`src/rtl/udp_cfg_axi_slave_if.sv`:
```
// AXI4-Lite channel bundle between the system interconnect and the UDP engine register block.
// The master modport drives requests and the slave modport drives responses.
interface udp_cfg_axi_slave_if #(
  parameter int ADDR_W = 32,
  parameter int DATA_W = 32
);
  logic [ADDR_W-1:0]   awaddr;
  logic [2:0]          awprot;
  logic                awvalid;
  logic                awready;
  logic [DATA_W-1:0]   wdata;
  logic [DATA_W/8-1:0] wstrb;
  logic                wvalid;
  logic                wready;
  logic [1:0]          bresp;
  logic                bvalid;
  logic                bready;
  logic [ADDR_W-1:0]   araddr;
  logic [2:0]          arprot;
  logic                arvalid;
  logic                arready;
  logic [DATA_W-1:0]   rdata;
  logic [1:0]          rresp;
  logic                rvalid;
  logic                rready;

  modport master (
    output awaddr, awprot, awvalid, wdata, wstrb, wvalid, bready,
           araddr, arprot, arvalid, rready,
    input  awready, wready, bresp, bvalid, arready, rdata, rresp, rvalid
  );

  modport slave (
    input  awaddr, awprot, awvalid, wdata, wstrb, wvalid, bready,
           araddr, arprot, arvalid, rready,
    output awready, wready, bresp, bvalid, arready, rdata, rresp, rvalid
  );
endinterface

```
`src/rtl/udp_cfg_axi_slave.sv`:
```
// AXI4-Lite register block for the UDP engine: MAC/IP/port configuration, a TX frame
// counter and synchronised link status. One outstanding read and one outstanding write.
module udp_cfg_axi_slave #(
  parameter int          C_S_AXI_ADDR_WIDTH = 32,
  parameter int          C_S_AXI_DATA_WIDTH = 32,
  parameter logic [47:0] C_RESET_MAC        = 48'h0,
  parameter logic [31:0] C_RESET_IP         = 32'h0
) (
  input  logic                s_axi_aclk,
  input  logic                s_axi_areset,
  udp_cfg_axi_slave_if.slave  s_axi,
  input  logic                link_ok,
  input  logic                tx_done,
  output logic                cfg_enable,
  output logic [47:0]         cfg_mac,
  output logic [31:0]         cfg_ip,
  output logic [15:0]         cfg_src_port,
  output logic [15:0]         cfg_dst_port
);

  localparam int DW = C_S_AXI_DATA_WIDTH;

  localparam logic [0:0] W_IDLE = 1'b0;
  localparam logic [0:0] W_RESP = 1'b1;
  localparam logic [0:0] R_IDLE = 1'b0;
  localparam logic [0:0] R_DATA = 1'b1;

  localparam logic [2:0] A_CTRL    = 3'd0;
  localparam logic [2:0] A_MAC_LO  = 3'd1;
  localparam logic [2:0] A_MAC_HI  = 3'd2;
  localparam logic [2:0] A_IP      = 3'd3;
  localparam logic [2:0] A_PORTS   = 3'd4;
  localparam logic [2:0] A_STATUS  = 3'd5;
  localparam logic [2:0] A_TXCNT   = 3'd6;
  localparam logic [2:0] A_SCRATCH = 3'd7;

  function automatic logic [DW-1:0] apply_strb(input logic [DW-1:0] old_val,
                                               input logic [DW-1:0] new_val,
                                               input logic [DW/8-1:0] strb);
    logic [DW-1:0] res;
    for (int i = 0; i < DW/8; i++)
      res[8*i +: 8] = strb[i] ? new_val[8*i +: 8] : old_val[8*i +: 8];
    return res;
  endfunction

  logic [0:0]    r_wstate;
  logic [0:0]    r_rstate;
  logic          r_awready;
  logic          r_bvalid;
  logic [1:0]    r_bresp;
  logic          r_arready;
  logic          r_rvalid;
  logic [1:0]    r_rresp;
  logic [DW-1:0] r_rdata;

  logic          r_ctrl_en;
  logic [31:0]   r_mac_lo;
  logic [15:0]   r_mac_hi;
  logic [31:0]   r_ip;
  logic [31:0]   r_ports;
  logic [31:0]   r_scratch;
  logic [31:0]   r_tx_count;
  logic          r_link_s1;
  logic          r_link_s2;

  logic          w_wr_commit;
  logic          w_rd_accept;
  logic          w_clear;
  logic [2:0]    w_waddr;
  logic [2:0]    w_raddr;
  logic [DW-1:0] w_wr_old;
  logic [DW-1:0] w_wr_new;
  logic [DW-1:0] w_rd_mux;
  logic          w_unused;

  assign w_waddr     = s_axi.awaddr[4:2];
  assign w_raddr     = s_axi.araddr[4:2];
  assign w_wr_commit = (r_wstate == W_IDLE) && r_awready && s_axi.awvalid && s_axi.wvalid;
  assign w_rd_accept = (r_rstate == R_IDLE) && r_arready && s_axi.arvalid;
  assign w_clear     = w_wr_commit && (w_waddr == A_CTRL) && s_axi.wstrb[0] && s_axi.wdata[1];

  // Stored view of the addressed register, so partial strobes merge with what is held.
  always_comb begin
    w_wr_old = '0;
    case (w_waddr)
      A_CTRL:    w_wr_old = {31'b0, r_ctrl_en};
      A_MAC_LO:  w_wr_old = r_mac_lo;
      A_MAC_HI:  w_wr_old = {16'b0, r_mac_hi};
      A_IP:      w_wr_old = r_ip;
      A_PORTS:   w_wr_old = r_ports;
      A_SCRATCH: w_wr_old = r_scratch;
      default:   w_wr_old = '0;
    endcase
  end

  assign w_wr_new = apply_strb(w_wr_old, s_axi.wdata, s_axi.wstrb);

  always_comb begin
    w_rd_mux = '0;
    case (w_raddr)
      A_CTRL:    w_rd_mux = {31'b0, r_ctrl_en};
      A_MAC_LO:  w_rd_mux = r_mac_lo;
      A_MAC_HI:  w_rd_mux = {16'b0, r_mac_hi};
      A_IP:      w_rd_mux = r_ip;
      A_PORTS:   w_rd_mux = r_ports;
      A_STATUS:  w_rd_mux = {31'b0, r_link_s2};
      A_TXCNT:   w_rd_mux = r_tx_count;
      A_SCRATCH: w_rd_mux = r_scratch;
      default:   w_rd_mux = '0;
    endcase
  end

  // Write channel: AW and W are only taken together, ready pulses one cycle.
  always_ff @(posedge s_axi_aclk or posedge s_axi_areset) begin
    if (s_axi_areset) begin
      r_wstate  <= W_IDLE;
      r_awready <= 1'b0;
      r_bvalid  <= 1'b0;
      r_bresp   <= 2'b00;
    end else begin
      case (r_wstate)
        W_IDLE: begin
          if (r_awready) begin
            r_awready <= 1'b0;
            if (w_wr_commit) begin
              r_bvalid <= 1'b1;
              r_bresp  <= 2'b00;
              r_wstate <= W_RESP;
            end
          end else if (s_axi.awvalid && s_axi.wvalid) begin
            r_awready <= 1'b1;
          end
        end
        W_RESP: begin
          if (s_axi.bready) begin
            r_bvalid <= 1'b0;
            r_wstate <= W_IDLE;
          end
        end
        default: r_wstate <= W_IDLE;
      endcase
    end
  end

  // Read channel: data is captured on the AR handshake edge, before any coincident write lands.
  always_ff @(posedge s_axi_aclk or posedge s_axi_areset) begin
    if (s_axi_areset) begin
      r_rstate  <= R_IDLE;
      r_arready <= 1'b0;
      r_rvalid  <= 1'b0;
      r_rresp   <= 2'b00;
      r_rdata   <= '0;
    end else begin
      case (r_rstate)
        R_IDLE: begin
          if (r_arready) begin
            r_arready <= 1'b0;
            if (w_rd_accept) begin
              r_rdata  <= w_rd_mux;
              r_rresp  <= 2'b00;
              r_rvalid <= 1'b1;
              r_rstate <= R_DATA;
            end
          end else if (s_axi.arvalid && !r_rvalid) begin
            r_arready <= 1'b1;
          end
        end
        R_DATA: begin
          if (s_axi.rready) begin
            r_rvalid <= 1'b0;
            r_rstate <= R_IDLE;
          end
        end
        default: r_rstate <= R_IDLE;
      endcase
    end
  end

  always_ff @(posedge s_axi_aclk or posedge s_axi_areset) begin
    if (s_axi_areset) begin
      r_ctrl_en <= 1'b0;
      r_mac_lo  <= C_RESET_MAC[31:0];
      r_mac_hi  <= C_RESET_MAC[47:32];
      r_ip      <= C_RESET_IP;
      r_ports   <= '0;
      r_scratch <= '0;
    end else if (w_wr_commit) begin
      case (w_waddr)
        A_CTRL:    r_ctrl_en <= w_wr_new[0];
        A_MAC_LO:  r_mac_lo  <= w_wr_new;
        A_MAC_HI:  r_mac_hi  <= w_wr_new[15:0];
        A_IP:      r_ip      <= w_wr_new;
        A_PORTS:   r_ports   <= w_wr_new;
        A_SCRATCH: r_scratch <= w_wr_new;
        default:   ;
      endcase
    end
  end

  // A clear on the same edge as a tx_done pulse drops that pulse.
  always_ff @(posedge s_axi_aclk or posedge s_axi_areset) begin
    if (s_axi_areset) begin
      r_tx_count <= '0;
    end else if (w_clear) begin
      r_tx_count <= '0;
    end else if (tx_done) begin
      r_tx_count <= r_tx_count + 32'd1;
    end
  end

  always_ff @(posedge s_axi_aclk or posedge s_axi_areset) begin
    if (s_axi_areset) begin
      r_link_s1 <= 1'b0;
      r_link_s2 <= 1'b0;
    end else begin
      r_link_s1 <= link_ok;
      r_link_s2 <= r_link_s1;
    end
  end

  assign s_axi.awready = r_awready;
  assign s_axi.wready  = r_awready;
  assign s_axi.bvalid  = r_bvalid;
  assign s_axi.bresp   = r_bresp;
  assign s_axi.arready = r_arready;
  assign s_axi.rvalid  = r_rvalid;
  assign s_axi.rresp   = r_rresp;
  assign s_axi.rdata   = r_rdata;

  assign cfg_enable   = r_ctrl_en;
  assign cfg_mac      = {r_mac_hi, r_mac_lo};
  assign cfg_ip       = r_ip;
  assign cfg_src_port = r_ports[15:0];
  assign cfg_dst_port = r_ports[31:16];

  assign w_unused = ^{s_axi.awaddr[C_S_AXI_ADDR_WIDTH-1:5], s_axi.awaddr[1:0],
                      s_axi.araddr[C_S_AXI_ADDR_WIDTH-1:5], s_axi.araddr[1:0],
                      s_axi.awprot, s_axi.arprot};

endmodule
```
`src/flat_wrapper.sv`:
```
// flat-port wrapper written by rule: the top's interface ports become plain ports
module udp_cfg_axi_slave_flat 
#(
  parameter int          C_S_AXI_ADDR_WIDTH = 32,
  parameter int          C_S_AXI_DATA_WIDTH = 32,
  parameter logic [47:0] C_RESET_MAC        = 48'h0,
  parameter logic [31:0] C_RESET_IP         = 32'h0
)
  (s_axi_aclk, s_axi_areset, link_ok, tx_done, cfg_enable, cfg_mac, cfg_ip, cfg_src_port, cfg_dst_port, s_axi_awaddr, s_axi_awprot, s_axi_awvalid, s_axi_wdata, s_axi_wstrb, s_axi_wvalid, s_axi_bready, s_axi_araddr, s_axi_arprot, s_axi_arvalid, s_axi_rready, s_axi_awready, s_axi_wready, s_axi_bresp, s_axi_bvalid, s_axi_arready, s_axi_rdata, s_axi_rresp, s_axi_rvalid);
  udp_cfg_axi_slave_if s_axi_i ();
  input  logic s_axi_aclk;
  input  logic s_axi_areset;
  input  logic link_ok;
  input  logic tx_done;
  output logic cfg_enable;
  output logic [47:0] cfg_mac;
  output logic [31:0] cfg_ip;
  output logic [15:0] cfg_src_port;
  output logic [15:0] cfg_dst_port;
  input wire logic [$bits(s_axi_i.awaddr)-1:0] s_axi_awaddr;
  input wire logic [$bits(s_axi_i.awprot)-1:0] s_axi_awprot;
  input wire logic [$bits(s_axi_i.awvalid)-1:0] s_axi_awvalid;
  input wire logic [$bits(s_axi_i.wdata)-1:0] s_axi_wdata;
  input wire logic [$bits(s_axi_i.wstrb)-1:0] s_axi_wstrb;
  input wire logic [$bits(s_axi_i.wvalid)-1:0] s_axi_wvalid;
  input wire logic [$bits(s_axi_i.bready)-1:0] s_axi_bready;
  input wire logic [$bits(s_axi_i.araddr)-1:0] s_axi_araddr;
  input wire logic [$bits(s_axi_i.arprot)-1:0] s_axi_arprot;
  input wire logic [$bits(s_axi_i.arvalid)-1:0] s_axi_arvalid;
  input wire logic [$bits(s_axi_i.rready)-1:0] s_axi_rready;
  output wire logic [$bits(s_axi_i.awready)-1:0] s_axi_awready;
  output wire logic [$bits(s_axi_i.wready)-1:0] s_axi_wready;
  output wire logic [$bits(s_axi_i.bresp)-1:0] s_axi_bresp;
  output wire logic [$bits(s_axi_i.bvalid)-1:0] s_axi_bvalid;
  output wire logic [$bits(s_axi_i.arready)-1:0] s_axi_arready;
  output wire logic [$bits(s_axi_i.rdata)-1:0] s_axi_rdata;
  output wire logic [$bits(s_axi_i.rresp)-1:0] s_axi_rresp;
  output wire logic [$bits(s_axi_i.rvalid)-1:0] s_axi_rvalid;
  assign s_axi_i.awaddr = s_axi_awaddr;
  assign s_axi_i.awprot = s_axi_awprot;
  assign s_axi_i.awvalid = s_axi_awvalid;
  assign s_axi_i.wdata = s_axi_wdata;
  assign s_axi_i.wstrb = s_axi_wstrb;
  assign s_axi_i.wvalid = s_axi_wvalid;
  assign s_axi_i.bready = s_axi_bready;
  assign s_axi_i.araddr = s_axi_araddr;
  assign s_axi_i.arprot = s_axi_arprot;
  assign s_axi_i.arvalid = s_axi_arvalid;
  assign s_axi_i.rready = s_axi_rready;
  assign s_axi_awready = s_axi_i.awready;
  assign s_axi_wready = s_axi_i.wready;
  assign s_axi_bresp = s_axi_i.bresp;
  assign s_axi_bvalid = s_axi_i.bvalid;
  assign s_axi_arready = s_axi_i.arready;
  assign s_axi_rdata = s_axi_i.rdata;
  assign s_axi_rresp = s_axi_i.rresp;
  assign s_axi_rvalid = s_axi_i.rvalid;
  udp_cfg_axi_slave #(.C_S_AXI_ADDR_WIDTH(C_S_AXI_ADDR_WIDTH), .C_S_AXI_DATA_WIDTH(C_S_AXI_DATA_WIDTH), .C_RESET_MAC(C_RESET_MAC), .C_RESET_IP(C_RESET_IP)) u_core (.s_axi_aclk(s_axi_aclk), .s_axi_areset(s_axi_areset), .s_axi(s_axi_i), .link_ok(link_ok), .tx_done(tx_done), .cfg_enable(cfg_enable), .cfg_mac(cfg_mac), .cfg_ip(cfg_ip), .cfg_src_port(cfg_src_port), .cfg_dst_port(cfg_dst_port));
endmodule
```
`config.mk`:
```
export PLATFORM = sky130hd
export DESIGN_NAME = udp_cfg_axi_slave_flat
export DESIGN_NICKNAME = d
export VERILOG_FILES = /design/src/rtl/udp_cfg_axi_slave_if.sv /design/src/rtl/udp_cfg_axi_slave.sv /design/src/flat_wrapper.sv
export SDC_FILE = /design/constraint.sdc
export NUM_CORES = 1
export LEC_CHECK = 0
export ABC_AREA = 1
export CORE_MARGIN = 4
export CORE_UTILIZATION = 38
export DETAILED_ROUTE_END_ITERATION = 16
export PLACE_DENSITY_LB_ADDON = 0.1
export SYNTH_ARGS = -nofsm -noshare
export SYNTH_HDL_FRONTEND = slang
export SYNTH_SLANG_ARGS = --single-unit
```
`constraint.sdc`:
```
create_clock -name s_axi_aclk -period 23.1 [get_ports s_axi_aclk]
set_input_delay 4.62 -clock s_axi_aclk [delete_from_list [all_inputs] [get_ports s_axi_aclk]]
set_output_delay 4.62 -clock s_axi_aclk [all_outputs]
set_load 0.01 [all_outputs]
```
==> impl_metrics.yaml, run 1 <==
logic_synthesis:
  synth-simple-area-share: 0.3768
  yosys-top-cells-area: "dfrtp_1, nand2_1, o21ai_0, inv_1, nor2_1"
  synth_top_cell_area_share: 0.4727
  synth-compound-area-share: 0.07919
  yosysSeqAreaShare: 0.4727
  synth_edf_count: 0
  synth_xor_xnor_area_share: 0.003050
  ys_types: 34
  async_flop_share: 1.000
  synthAdderAreaFrac: 0.001089
  syn_inst: 1676
  ys_top_cells_by_count: "nand2_1, dfrtp_1, o21ai_0"
  synth.avg_cell_area_sq_um: 6.854
  synthMuxAreaShare: 0
  ys.flop_type: "dfrtp_1"
  synth_area_sq_um: 11490
  synth_most_common_cell: "nand2_1"
  ys_ff_latch: 217
  synth_top_family_by_area: "simple AND/OR/NAND/NOR gates"
  synth_warnings: 0
  yosys.area.top_type: "dfrtp_1"
detailed_routing:
  viasPerCell: 5.237
  wl_microns: 43130
  drc_errors: 0
  drt_iter0_drc: 1042
  wl_per_cell_microns: 19.12
  antenna_left: 0
  num_vias: 11814
  dr.pass1.iters: 5
timing:
  rsz0062_at_grt: "no"
  finalSetupViolCount: 0
  final_max_slew_viol_count: 0
  fin_worst_skew_ns: 0.02030
  setup_tns_ns: 0
  fin_crit_ns: 7.467
  hold_viol_final: 0
  worst_pin_slew_ns: 1.091
  relSlewSlack: 0.2709
  fmax_mhz: 133.9
  fin_crit_sh: 0.3232
finish:
  syn_to_final_growth_pct: 27.14
  multi_input_area_sq_um: 5315
  n_fill_cell: 2980
  num_antenna_cells: 0
  final_util: 0.4915
  finalNonFillerCells: 2256
  drive_above_1_share: 0.04180
  ff_latch_area_sq_um: 5430
  final_nets: 1965
worst_setup_path:
  worstPathRequired_ns: 23.56
  crit_arrival_ns: 7.93
  cp-start-kind: "input port"
  crit_path_end_kind: "flip-flop"
  cp_max_fo: 33
  critical_path_class: "in2reg"
placement:
  portBuffers: 200
  dp_hpwl_microns: 27830
  gp_congestion: 0.9007
  placedCellCount: 2210
clocking:
  hold_buffers: 0
  cts_setup_buffers: 0
  cts.sinks: 217
  clk_pin_slew_ns: 0.06
  h-tree-depth: 1
  cts_buffer_depth: 3
  clk_latency_ns: 0.54
  cts_resized: 0
  cts_tree: "done"
  cts_root_buf: "clkbuf_16"
  cts_buffers: 27
floorplan:
  io_pins: 269
  rows: 63
  core-area_sq_um: 29720
  die_h_microns: 181.9
  initial_core_util: 0.3866
  die_area_sq_um: 33070
  die_w_microns: 181.9
job:
  max_cap_viol_count: 0
grt:
  grt_pass1_wl_microns: 67280
  track_usage: 0.2549
  grt-ovfl-total: 0
  antenna_found_initial: 0
  grt_pass1_vias: 11551
  grt_max_degree: 97
power_and_ir_drop:
  power.switching_uw: 321.7
  power_frac_comb: 0.193
  p_leak_nw: 7.308
  switching_share: 0.2974
  intPower_uw: 759.9
  powerDensity_nw_per_um2: 74.06
  power_frac_seq: 0.435
  ir_worst_vdd_v: 0.00004843
  pwr-share-clk: 0.372
hold_path:
  worstHoldPathType: "reg2reg"
status:
  status: "finished, final reports clean"
state kept, by name, indices dropped and copies added (netlist names), 16 cells and up:
register and count:
u_core.cfg_ip 32, u_core.r_ports 32, u_core.s_axi.rdata 32, u_core.r_mac_lo 32, u_core.r_tx_count 32, u_core.r_mac_hi 16
u_core.r_scratch 32
final cells by class:
class,instances,share of cell area
clock buffer,43,0.05586
clock inverter,3,0.001199
tap,390,0.03341
sequential,217,0.3718
timing repair buffer,216,0.1453
multi-input combinational,1278,0.3639
inverter,109,0.02853
worst max-delay path: stages:
cell	delay (ns)
clkdlybuf4s50_1	0.63
inv_2	0.14
nor2_4	0.86
nand2_2	0.81
clkinv_1	0.20
buf_4	0.45
nand2_1	0.10
nand2_1	0.07
cell usage in the layout, fill, tap and decap left out, types with 2 or more instances in the layout:
| master | synthesis | final |
|---|---|---|
| nand2_1 | 892 | 891 |
| dfrtp_1 | 217 | 217 |
| clkdlybuf4s50_1 | 0 | 200 |
| o21ai_0 | 104 | 104 |
| inv_1 | 100 | 96 |
| nor2_1 | 90 | 89 |
| nand3_1 | 62 | 61 |
| a21oi_1 | 30 | 30 |
| clkbuf_16 | 0 | 27 |
| o21ai_1 | 18 | 18 |
| nand4_1 | 16 | 16 |
| nor3_1 | 16 | 16 |
| buf_4 | 8 | 16 |
| a22oi_1 | 12 | 12 |
| inv_2 | 7 | 9 |
| clkbuf_8 | 0 | 8 |
| clkbuf_1 | 25 | 8 |
| nor2_2 | 7 | 7 |
| and3_1 | 6 | 6 |
| o211ai_1 | 4 | 4 |
| nor2_4 | 3 | 4 |
| conb_1 | 1 | 4 |
| clkinv_1 | 2 | 3 |
| xor2_1 | 3 | 3 |
| nand3_2 | 1 | 2 |
| o21a_1 | 2 | 2 |
| clkinv_2 | 0 | 2 |
power by group through the flow:
stage / sequential, mW / combinational, mW / clock (mW)
floorplan: 0.479 / 0.0854 / 0
global placement: 0.476 / 0.207 / 0
detailed placement: 0.476 / 0.210 / 0
CTS: 0.470 / 0.211 / 0.407
global route: 0.477 / 0.231 / 0.425
finish: 0.470 / 0.209 / 0.402
cell families after synthesis:
| kind of cell | count (synthesis) |
|---|---|
| flip-flops | 217 |
| adder cells (fa/ha/maj) | 1 |
| AND/OR/NAND/NOR | 1097 |
| other | 1 |
| AO/OA/AOI/OAI | 172 |
| buffers and inverters | 184 |
| XOR/XNOR | 4 |
stage by stage:
stage	instance area (sq um)	setup WS [ns]	hold WS (ns)	total power [mW]
after floorplan	11500	12.54	0.3312	0.5643
after global placement	13770	15.14	0.3749	0.6826
after detailed placement	13770	15.07	0.3699	0.6861
after CTS	14610	15.62	0.3835	1.089
after global routing	14610	15.43	0.3831	1.133
final	14610	15.63	0.3782	1.082
worst paths after layout:
check                            startpoint              endpoint  slack, ns  cells after the start
min in group asynchronous      s_axi_areset    u_core.r_ports[27]       4.61                      2
max                         s_axi_awaddr[4]  u_core.r_scratch[11]      15.63                      8
max in group asynchronous      s_axi_areset  u_core.r_scratch[20]      17.12                      3
min                        u_core.r_link_s1      u_core.r_link_s2       0.38                      0
max reg2reg                 u_core.r_wstate   u_core.r_mac_lo[11]      19.86                     10
min reg2reg                u_core.r_link_s1      u_core.r_link_s2       0.38                      0
routing by layer:
metal / vias to the layer above / track usage / part of all wire
li1: 5561 / - / -
met1: 5614 / 0.3503 / 0.43
met2: 542 / 0.4151 / 0.46
met3: 97 / 0.04768 / 0.084
met4: 0 / 0.06905 / 0.026
met5: - / 0 / 0
No activity file was read; power rests on OpenSTA's default activity.
==> inputs of run 2 (changes only) <==
clock period = 7.3 ns   (was 23.1 ns; I/O delays follow)
==> run 2 against run 1 <==
  * Critical path type unchanged
  * Clock skew down 0.012 ns
  * Highest routed layer unchanged
  * Critical path depth unchanged
  * Via count is 1.0% lower
==> impl_metrics.yaml, run 2 (synthesized netlist as in run 1, its figures left out) <==
status:
  status: "finished, final reports clean"
grt:
  grt_pass1_wl_microns: 66480
  antenna_found_initial: 0
  grt-ovfl-total: 0
  grt_pass1_vias: 11070
  track_usage: 0.2549
  grt_max_degree: 68
timing:
  hold_slack_ns: 0.3873
  setup_tns_ns: 0
  rsz0062_at_grt: "no"
  fin_crit_sh: 0.5710
  setup_slack_ns: 3.132
  worst_pin_slew_ns: 1.141
  fin_crit_ns: 4.168
  fmax_mhz: 239.9
  hold_viol_final: 0
  relSlewSlack: 0.2374
  final_max_slew_viol_count: 0
  finalSetupViolCount: 0
  fin_worst_skew_ns: 0.008372
detailed_routing:
  num_vias: 11690
  wl_microns: 43450
  drc_errors: 0
  antenna_left: 0
  wl_per_cell_microns: 19.26
  drt_iter0_drc: 1237
  viasPerCell: 5.182
  dr.pass1.iters: 8
worst_setup_path:
  cp-start-kind: "input port"
  crit_arrival_ns: 4.57
  worstPathRequired_ns: 7.70
  critical_path_class: "in2reg"
  cp_slowest_cell: "clkinv_1"
  cpPeakStageDelay_ns: 1.02
  cp_max_fo: 19
  crit_path_end_kind: "flip-flop"
  crit_chain: "clkdlybuf4s50_1, inv_1, nand3_1, clkinv_1, a22oi_1, nand3_1, nand2_1, nand2_1"
  cp_top_family: "buffers and inverters"
  critPathBufInv: 3
placement:
  portBuffers: 200
  place_area_sq_um: 13790
  dp_hpwl_microns: 27880
  place_ws_ns: 2.662
  gp_congestion: 0.8949
power_and_ir_drop:
  power_frac_seq: 0.441
  intPower_mw: 2.376
  switching_share: 0.2973
  power.switching_mw: 1.005
  pwr-share-clk: 0.363
  p_leak_nw: 7.300
  power_frac_comb: 0.195
  ir_worst_vdd_v: 0.0001448
  powerDensity_nw_per_um2: 231.7
clocking:
  clk_pin_slew_ns: 0.06
  cts_root_buf: "clkbuf_16"
  clk_latency_ns: 0.52
  hold_buffers: 0
  cts.sinks: 217
  cts_setup_buffers: 0
  cts_buffers: 25
  cts_buffer_depth: 3
  h-tree-depth: 1
  cts_tree: "done"
  cts_resized: 0
floorplan:
  die_w_microns: 181.9
  core-area_sq_um: 29720
  die_area_sq_um: 33070
  die_h_microns: 181.9
  initial_core_util: 0.3866
  rows: 63
  io_pins: 269
finish:
  final_cell_mix: "nand2_1, dfrtp_1, clkdlybuf4s50_1"
  num_antenna_cells: 0
  final_area_sq_um: 14590
  syn_to_final_growth_pct: 27.03
  final_nets: 1966
  drive_above_1_share: 0.04234
  final_common_cell: "nand2_1"
job:
  max_cap_viol_count: 0
hold_path:
  worstHoldPathType: "reg2reg"
## run 2: cell types whose count changed in the layout (fill, tap and decap cells not counted), sizes merged
cell      change
inv           -2
buf           +3
clkinvlp      +1
clkbuf        -3
clkinv        +1
## run 2: final timing paths
check,start,endpoint,slack [ns],depth (start not counted)
worst max-delay path,s_axi_araddr[2],u_core.s_axi.rdata[2],3.13,8
worst max register to register,u_core.r_wstate,u_core.cfg_ip[5],4.42,10
min in group asynchronous,s_axi_areset,u_core.r_mac_lo[3],1.23,2
worst min-delay path,u_core.r_link_s1,u_core.r_link_s2,0.39,0
worst min register to register,u_core.r_link_s1,u_core.r_link_s2,0.39,0
max in group asynchronous,s_axi_areset,u_core.r_tx_count[24],4.91,3
## run 2: cell type report
cell class              instances  area [sq um]
fillers                      2974         15120
clock inverters                 3         17.52
multi-input cells            1278          5318
clock buffers                  40         782.0
inverters                     109         412.9
well taps                     390         488.0
repair buffers                219          2145
flip-flops and latches        217          5430
## run 2: worst reg2reg max path, stage by stage, from the launching register on
cell      delay, ns
dfrtp_1        0.40
inv_2          0.06
nand3_1        0.08
nor2_2         0.18
inv_2          0.13
nor2_2         0.09
buf_4          0.45
clkinv_1       0.71
buf_4          0.49
nand2_1        0.12
nand2_1        0.06
## run 2: routing by layer
layer	routed length [microns]	global-route usage
met2	19570	0.4093
met4	1168	0.07415
met1	19100	0.3590
met5	0	0
met3	3608	0.03846
## run 2: power by group through the flow
stage	Sequential (mW)	Clock [mW]	Combinational [mW]
6_report	1.49	1.23	0.660
5_1_grt	1.51	1.31	0.727
4_1_cts	1.49	1.26	0.667
3_5_place_dp	1.51	0	0.663
3_3_place_gp	1.51	0	0.655
2_1_floorplan	1.52	0	0.271
## run 2: metrics by stage
stage,instances,power (mW),utilization
after floorplan,1679,1.786,-
after global placement,2213,2.163,0.4641
after detailed placement,2213,2.173,0.4641
after CTS,2256,3.412,0.4911
after global routing,2256,3.543,0.4911
final,2256,3.380,0.4911
==> inputs of run 3 (changes only) <==
clock period = 4 ns   (was 7.3 ns; I/O delays follow)
==> run 3 against run 2 <==
  * Clock-buffer cell count shrank 6
  * Core utilization grew 0.72 points
  * Non-clock buffer count grew 20
  * Flip-flop and latch count is the same
  * Power grew 86%
  * Setup slack lost 1.7 ns
  * Sequential share of layout area shrank 0.54 points
  * Critical path depth grew 2
  * Cell count grew 0.89%
  * Worst hold slack lost 0.022 ns
  * Cell area grew 1.5%
  * Critical endpoint is now u_core.cfg_ip[1]
  * Largest cell class unchanged
==> impl_metrics.yaml, run 3 (synthesized netlist as in run 1, its figures left out) <==
detailed_routing:
  dr.pass1.iters: 5
  num_vias: 11533
  drt_iter0_drc: 864
  viasPerCell: 5.067
  drc_errors: 0
  antenna_left: 0
  wl_microns: 43120
  wl_per_cell_microns: 18.95
finish:
  n_fill_cell: 2968
  num_antenna_cells: 0
  syn_to_final_growth_pct: 28.91
  final_common_cell: "nand2_1"
  drive_above_1_share: 0.05196
  finalNonFillerCells: 2276
  final_nets: 1986
  final_util: 0.4983
  final_cell_mix: "nand2_1, dfrtp_1, clkdlybuf4s50_1"
clocking:
  cts.sinks: 217
  cts_buffers: 25
  cts_resized: 0
  clk_pin_slew_ns: 0.06
  clk_latency_ns: 0.52
  cts_buffer_depth: 3
  cts_tree: "done"
  cts_root_buf: "clkbuf_16"
  h-tree-depth: 1
  hold_buffers: 0
  cts_setup_buffers: 0
placement:
  portBuffers: 200
  gp_congestion: 0.9212
  dp_hpwl_microns: 29250
  placedCellCount: 2233
  place_ws_ns: 0.8735
floorplan:
  io_pins: 269
  initial_core_util: 0.3866
  die_area_sq_um: 33070
  die_w_microns: 181.9
  core-area_sq_um: 29720
  die_h_microns: 181.9
  rows: 63
timing:
  fin_crit_ns: 2.596
  rsz0062_at_grt: "no"
  fin_crit_sh: 0.6491
  hold_viol_final: 0
  setup_tns_ns: 0
  worst_pin_slew_ns: 0.9759
  finalSetupViolCount: 0
  relSlewSlack: 0.3494
  fmax_mhz: 385.2
  fin_worst_skew_ns: 0.008200
  final_max_slew_viol_count: 0
  setup_slack_ns: 1.404
worst_setup_path:
  cp-startpoint: "s_axi_awaddr[4]"
  cp-start-kind: "input port"
  regToRegStartpoint: "u_core.r_wstate"
  cpPeakStageDelay_ns: 0.56
  crit_path_end_kind: "flip-flop"
  cp_top_family: "buffers and inverters"
  critPathBufInv: 3
  crit_arrival_ns: 3.06
  crit_chain: "clkdlybuf4s50_1, inv_2, nand3_1, inv_2, nand2_1, nand3b_1, nand2_1, nand2_1, nand2_1, nand2_1"
  worstPathRequired_ns: 4.46
  cp_slowest_cell: "clkdlybuf4s50_1"
  critical_path_class: "in2reg"
  cp_max_fo: 15
  crit_top_cell: "nand2_1"
grt:
  grt_pass1_vias: 11125
  grt_max_degree: 144
  track_usage: 0.2536
  grt_pass1_wl_microns: 66260
  grt-ovfl-total: 0
  antenna_found_initial: 0
hold_path:
  worstHoldPathType: "reg2reg"
  hp-start: "u_core.r_link_s1"
power_and_ir_drop:
  powerDensity_nw_per_um2: 424.1
  ir_worst_vdd_v: 0.0002584
  p_leak_nw: 7.420
job:
  max_cap_viol_count: 0
status:
  status: "finished, final reports clean"
run 3: changes by cell type in the layout (fill, tap and decap cells not counted), sizes merged:
cell,change
clkinvlp,+1
buf,+20
clkbuf,-6
inv,+2
bufinv,+3
run 3: where the power goes:
group	internal [mW]	switching (mW)
clock	1.41	0.936
sequential	2.46	0.259
combinational	0.571	0.650
total	4.44	1.84
run 3: final timing paths:
kind / end / slack [ns] / depth (start not counted)
min: u_core.r_link_s2 / 0.36 / 0
max in group asynchronous: u_core.r_mac_hi[15] / 2.39 / 3
max: u_core.cfg_ip[1] / 1.40 / 10
min reg2reg: u_core.r_link_s2 / 0.36 / 0
min in group asynchronous: u_core.r_mac_hi[4] / 0.76 / 3
max reg2reg: u_core.r_tx_count[23] / 1.91 / 8
run 3: through the flow:
| step | hold WS [ns] | area, sq um | power (mW) |
|---|---|---|---|
| after global placement | 0.3414 | 13980 | 3.961 |
| after floorplan | 0.3312 | 11500 | 3.259 |
| final | 0.3650 | 14810 | 6.280 |
| after detailed placement | 0.3504 | 13980 | 3.976 |
| after CTS | 0.3629 | 14810 | 6.331 |
| after global routing | 0.3866 | 14810 | 6.563 |
run 3: worst register-to-register path: stages (launching register included):
cell     delay, ns
dfrtp_1       0.40
inv_2         0.07
nand3_1       0.09
nor2_2        0.20
nand3_2       0.16
nor2_4        0.26
inv_1         0.46
nand4_1       0.26
nand2_1       0.07
run 3: layout make-up:
| class | instances | area, sq um | area share |
|---|---|---|---|
| well taps | 390 | 488.0 | 0.03295 |
| inverters | 109 | 412.9 | 0.02788 |
| multi-input cells | 1278 | 5308 | 0.3584 |
| clock inverters | 9 | 125.1 | 0.008449 |
| clock buffers | 34 | 699.4 | 0.04723 |
| flip-flops and latches | 217 | 5430 | 0.3667 |
| repair buffers | 239 | 2345 | 0.1583 |
run 3: metal layers:
| metal | part of all wire | up-vias | global-route usage |
|---|---|---|---|
| met5 | 0 | - | 0 |
| met4 | 0.031 | 0 | 0.07505 |
| met3 | 0.071 | 87 | 0.03966 |
| met2 | 0.45 | 452 | 0.4068 |
| met1 | 0.45 | 5372 | 0.3564 |
| li1 | - | 5622 | - |
